`src/rtl/complex_multiplier_seq.sv`:
```
// complex_multiplier_seq: sequential complex multiplier, one operand bit per cycle.
// Result = A * B mod 2^N for both parts, with a start/busy/done handshake.
module complex_multiplier_seq #(
    parameter int N = 8
) (
    input  logic         clk,
    input  logic         rst_n,
    input  logic         start,
    input  logic [N-1:0] areal,
    input  logic [N-1:0] aimaginary,
    input  logic [N-1:0] breal,
    input  logic [N-1:0] bimaginary,
    output logic         busy,
    output logic         done,
    output logic [N-1:0] resultreal,
    output logic [N-1:0] resultimaginary
);

    localparam int KW = (N > 2) ? $clog2(N) : 1;

    typedef enum logic [1:0] {IDLE, RUN, DONE} state_t;

    state_t        state, state_nxt;
    logic [N-1:0]  ar, ai, br, bi;
    logic [N-1:0]  accr, acci, accr_nxt, acci_nxt;
    logic [N-1:0]  ar_sh, ai_sh;
    logic [KW-1:0] k;
    logic          last, accept;

    assign last   = (k == KW'(N - 1));
    // A new operation can start from IDLE or straight out of DONE
    assign accept = start && (state != RUN);
    assign busy   = (state == RUN);
    assign done   = (state == DONE);

    // State register
    always_ff @(posedge clk or negedge rst_n) begin
        if (!rst_n) state <= IDLE;
        else        state <= state_nxt;
    end

    // Next-state logic
    always_comb begin
        state_nxt = state;
        case (state)
            IDLE:    if (start) state_nxt = RUN;
            RUN:     if (last)  state_nxt = DONE;
            DONE:    state_nxt = start ? RUN : IDLE;
            default: state_nxt = IDLE;
        endcase
    end

    // One partial-product step for bit k; shifts truncate to N bits (mod 2^N)
    always_comb begin
        ar_sh    = ar << k;
        ai_sh    = ai << k;
        accr_nxt = accr + (br[k] ? ar_sh : '0) - (bi[k] ? ai_sh : '0);
        acci_nxt = acci + (br[k] ? ai_sh : '0) + (bi[k] ? ar_sh : '0);
    end

    // Operand latch, accumulators and bit counter
    always_ff @(posedge clk or negedge rst_n) begin
        if (!rst_n) begin
            ar   <= '0;
            ai   <= '0;
            br   <= '0;
            bi   <= '0;
            accr <= '0;
            acci <= '0;
            k    <= '0;
        end else if (accept) begin
            ar   <= areal;
            ai   <= aimaginary;
            br   <= breal;
            bi   <= bimaginary;
            accr <= '0;
            acci <= '0;
            k    <= '0;
        end else if (state == RUN) begin
            accr <= accr_nxt;
            acci <= acci_nxt;
            k    <= k + 1'b1;
        end
    end

    // Results load on the final step and hold until the next completion
    always_ff @(posedge clk or negedge rst_n) begin
        if (!rst_n) begin
            resultreal      <= '0;
            resultimaginary <= '0;
        end else if (state == RUN && last) begin
            resultreal      <= accr_nxt;
            resultimaginary <= acci_nxt;
        end
    end

endmodule

```
`config.mk`:
```
export PLATFORM = sky130hd
export DESIGN_NAME = complex_multiplier_seq
export DESIGN_NICKNAME = d
export VERILOG_FILES = /design/src/rtl/complex_multiplier_seq.sv
export SDC_FILE = /design/constraint.sdc
export NUM_CORES = 1
export LEC_CHECK = 0
export CORE_UTILIZATION = 57
export DETAILED_ROUTE_END_ITERATION = 10
export GPL_ROUTABILITY_DRIVEN = 0
export GPL_TIMING_DRIVEN = 0
export PLACE_DENSITY = 0.82
export SETUP_SLACK_MARGIN = 0.3
export SYNTH_ARGS = -nofsm -noshare
export SYNTH_HDL_FRONTEND = slang
export SYNTH_SLANG_ARGS = --single-unit
```
`constraint.sdc`:
```
create_clock -name clk -period 5.5 [get_ports clk]
set_input_delay 0.55 -clock clk [delete_from_list [all_inputs] [get_ports clk]]
set_output_delay 0.55 -clock clk [all_outputs]
set_load 0.01 [all_outputs]
```
==> reports/metrics.csv <==
stage;metric;value;unit
status;outcome;finished, final reports clean;
global_routing;grt total ovfl;0;
final_layout;Layout Utilization;69.9;%
synthesis;fraction of registers with async set/reset;100;%
synthesis;top cells by area, synth;dfrtp_1, mux2_2, fa_1;
worst_setup_path;Register-to-Register Setup Slack;0.76;ns
synthesis;Top FF cell, synth;dfrtp_1;
global_routing;Total GRT Usage;28.4;%
global_routing;vias in the first global route;3796;
sta;Slew headroom;43.6;%
synthesis;dominant cell type by area after synthesis;dfrtp_1;
synthesis;FF+latch count, synth;69;
min_path;Hold Path Class;in -> async;
sta;Layout Skew;0.00696;ns
clocking;post-cts gate resize count;0;
clocking;later-pin clock latency in the skew report;0.36;ns
route;first drt pass iteration count;5;
clocking;setup bufs post-CTS;0;
final_layout;Area Overhead vs Synth;19.0;%
synthesis;mapped cell area;4510;um^2
floorplanning;area of the core;7690;um^2
sta;Highest Clock Rate;211;MHz
sta;Fin. Hold Viols;0;
worst_setup_path;Worst Path Arrival;4.98;ns
floorplanning;die width;91.0;um
worst_setup_path;worst-path fanout max;10;
synthesis;Netlist cell types;47;
worst_setup_path;end of the worst register-to-register path;accr[7]$_DFFE_PN0P_;
worst_setup_path;Worst EP required;5.74;ns
route;ANT nets after route;0;
sta;RSZ-0062 raised after global routing;no;
sta;Slew Limit Fails;0;
place;HPWL after DPL;8.28;mm
floorplanning;I/O Pins;53;
sta;Worst-Margin Slew;0.846;ns
final_layout;diode count;0;
global_routing;initial antenna violation count;0;
clocking;clock root buffer;clkbuf_8;
run;max cap viols;0;
synthesis;Yosys Warn Count;0;
clocking;CTS tree;done;
synthesis;register area share after synthesis;38.3;%
synthesis;number of synthesized flops with an enable pin;0;
floorplanning;DIE HEIGHT;91.0;um
final_layout;share of cells above drive strength 1;13.0;%
route;initial DRC count;295;
sta;min Tclk post-route;4.74;ns
clocking;H-tree level count;3;
synthesis;commonest cells in the netlist;dfrtp_1, nand2_1, mux2_2;
worst_setup_path;Reg-to-Reg Start;k[0]$_DFFE_PN0P_;
route;via/cell ratio;5.88;
synthesis;most frequent cell after synthesis;dfrtp_1;
floorplanning;Initial Utilization;58.7;%
synthesis;Syn Inst Count;454;
worst_setup_path;Worst setup EP type;flip-flop;
worst_setup_path;R2R cell count;14;
route;detailed-route via count;3670;
synthesis;Mean Syn Cell Area;9.94;um^2
clocking;CTS Buffer Depth;2;
route;Detailed Route WL;10.7;mm
synthesis;area share of the largest cell type after synthesis;38.3;%
floorplanning;floorplan row count;32;
clocking;clk slew on worst S/H paths;0.08;ns
clocking;clk sinks;69;
route;WL per Instance;17.2;um
final_layout;Final #Nets;583;
worst_setup_path;kind of critical path;reg -> reg;
global_routing;pin count of the biggest net entering global routing;70;
clocking;hold buffer count at cts;0;
place;# port buffers;52;
synthesis;Syn Nets;520;
route;DRC viols;0;
floorplanning;area of the die;8280;um^2
worst_setup_path;Worst setup SP type;flip-flop;
sta;final setup fails;0;
sta;final setup TNS;0;ns
global_routing;first-pass GRT wire length;18.2;mm
sta;period utilization;86.2;%
clocking;Num CTS Buffers;9;
-- how the worst max path moves through the flow --
stage                      from                         to  slack (ns)  cells past startpoint
2_1_floorplan  k[0]$_DFFE_PN0P_        acci[7]$_DFFE_PN0P_        1.64                     17
3_3_place_gp   k[0]$_DFFE_PN0P_  resultreal[7]$_DFFE_PN0P_        1.11                     14
3_5_place_dp   k[0]$_DFFE_PN0P_        accr[7]$_DFFE_PN0P_        0.86                     14
4_1_cts        k[0]$_DFFE_PN0P_  resultreal[7]$_DFFE_PN0P_        0.86                     14
5_1_grt        k[0]$_DFFE_PN0P_  resultreal[7]$_DFFE_PN0P_        0.37                     14
6_report       k[0]$_DFFE_PN0P_        accr[7]$_DFFE_PN0P_        0.76                     14
-- registers in the layout (all words and copies together), names as in the netlist --
| name | cells |
|---|---|
| br | 8 |
| ai | 8 |
| k | 3 |
| accr | 8 |
| bi | 8 |
| resultimaginary | 8 |
| resultreal | 8 |
| state | 2 |
| acci | 8 |
| ar | 8 |
-- cell type report --
type	count	area, um^2
Timing Repair Buffer	52	518
Multi-Input combinational cell	328	2550
Sequential cell	69	1730
Clock buffer	9	124
Clock inverter	7	90.1
Inverter	36	135
Tap cell	102	128
Fill cell	618	2310
Buffer	21	96.3
-- layout by cell type (no fill, tap or decap), drive strengths merged, types with 10 or more instances in the layout --
cell           instances
clkbuf                22
a21oi                 10
inv                   35
nor2                  23
o21ai                 32
nand3                 34
nor2b                 11
ha                    16
clkdlybuf4s50         51
mux2i                 16
nand2                 57
fa                    15
dfrtp                 69
mux2                  36
-- critical path: stages (launching register included) --
cell,delay (ns)
dfrtp_1,0.41
clkbuf_1,0.42
clkbuf_1,0.41
clkbuf_1,0.42
mux2i_1,0.31
nor3_1,0.10
fa_1,0.51
inv_1,0.07
ha_1,0.28
a21oi_1,0.33
o211ai_1,0.21
o41ai_1,0.62
nor2_1,0.15
o221ai_1,0.26
nand3_1,0.11
-- routing by layer --
layer / share of wire [%] / GRT usage (%) / vias up
li1: - / - / 1718
met1: 40 / 35.8 / 1731
met2: 49 / 46.9 / 174
met3: 6.0 / 4.02 / 47
met4: 4.8 / 16.4 / 0
met5: 0 / 0 / -
-- kinds of logic (layout without fill, tap and decap cells) --
kind of cell,count (synthesis),count (layout),share of synthesized area (%)
AO/OA/AOI/OAI,80,80,11.5
adder cells (fa/ha/maj),31,31,11.1
multiplexers,61,61,17.0
buffers and inverters,57,125,5.13
AND/OR/NAND/NOR,143,143,14.4
XOR/XNOR,13,13,2.52
flip-flops,69,69,38.3
-- per-stage QoR --
step / setup slack, ns / cells / area, um^2 / hold slack [ns]
after floorplan: 1.64 / 454 / 4510 / 0.254
after global placement: 1.11 / 608 / 5160 / 0.459
after detailed placement: 0.859 / 608 / 5160 / 0.463
after CTS: 0.864 / 624 / 5370 / 0.328
after global routing: 0.369 / 624 / 5370 / 0.377
final: 0.759 / 624 / 5370 / 0.284
Power is not shown: default switching activity piles up to over one toggle a cycle in this logic, so the estimate is an artifact.
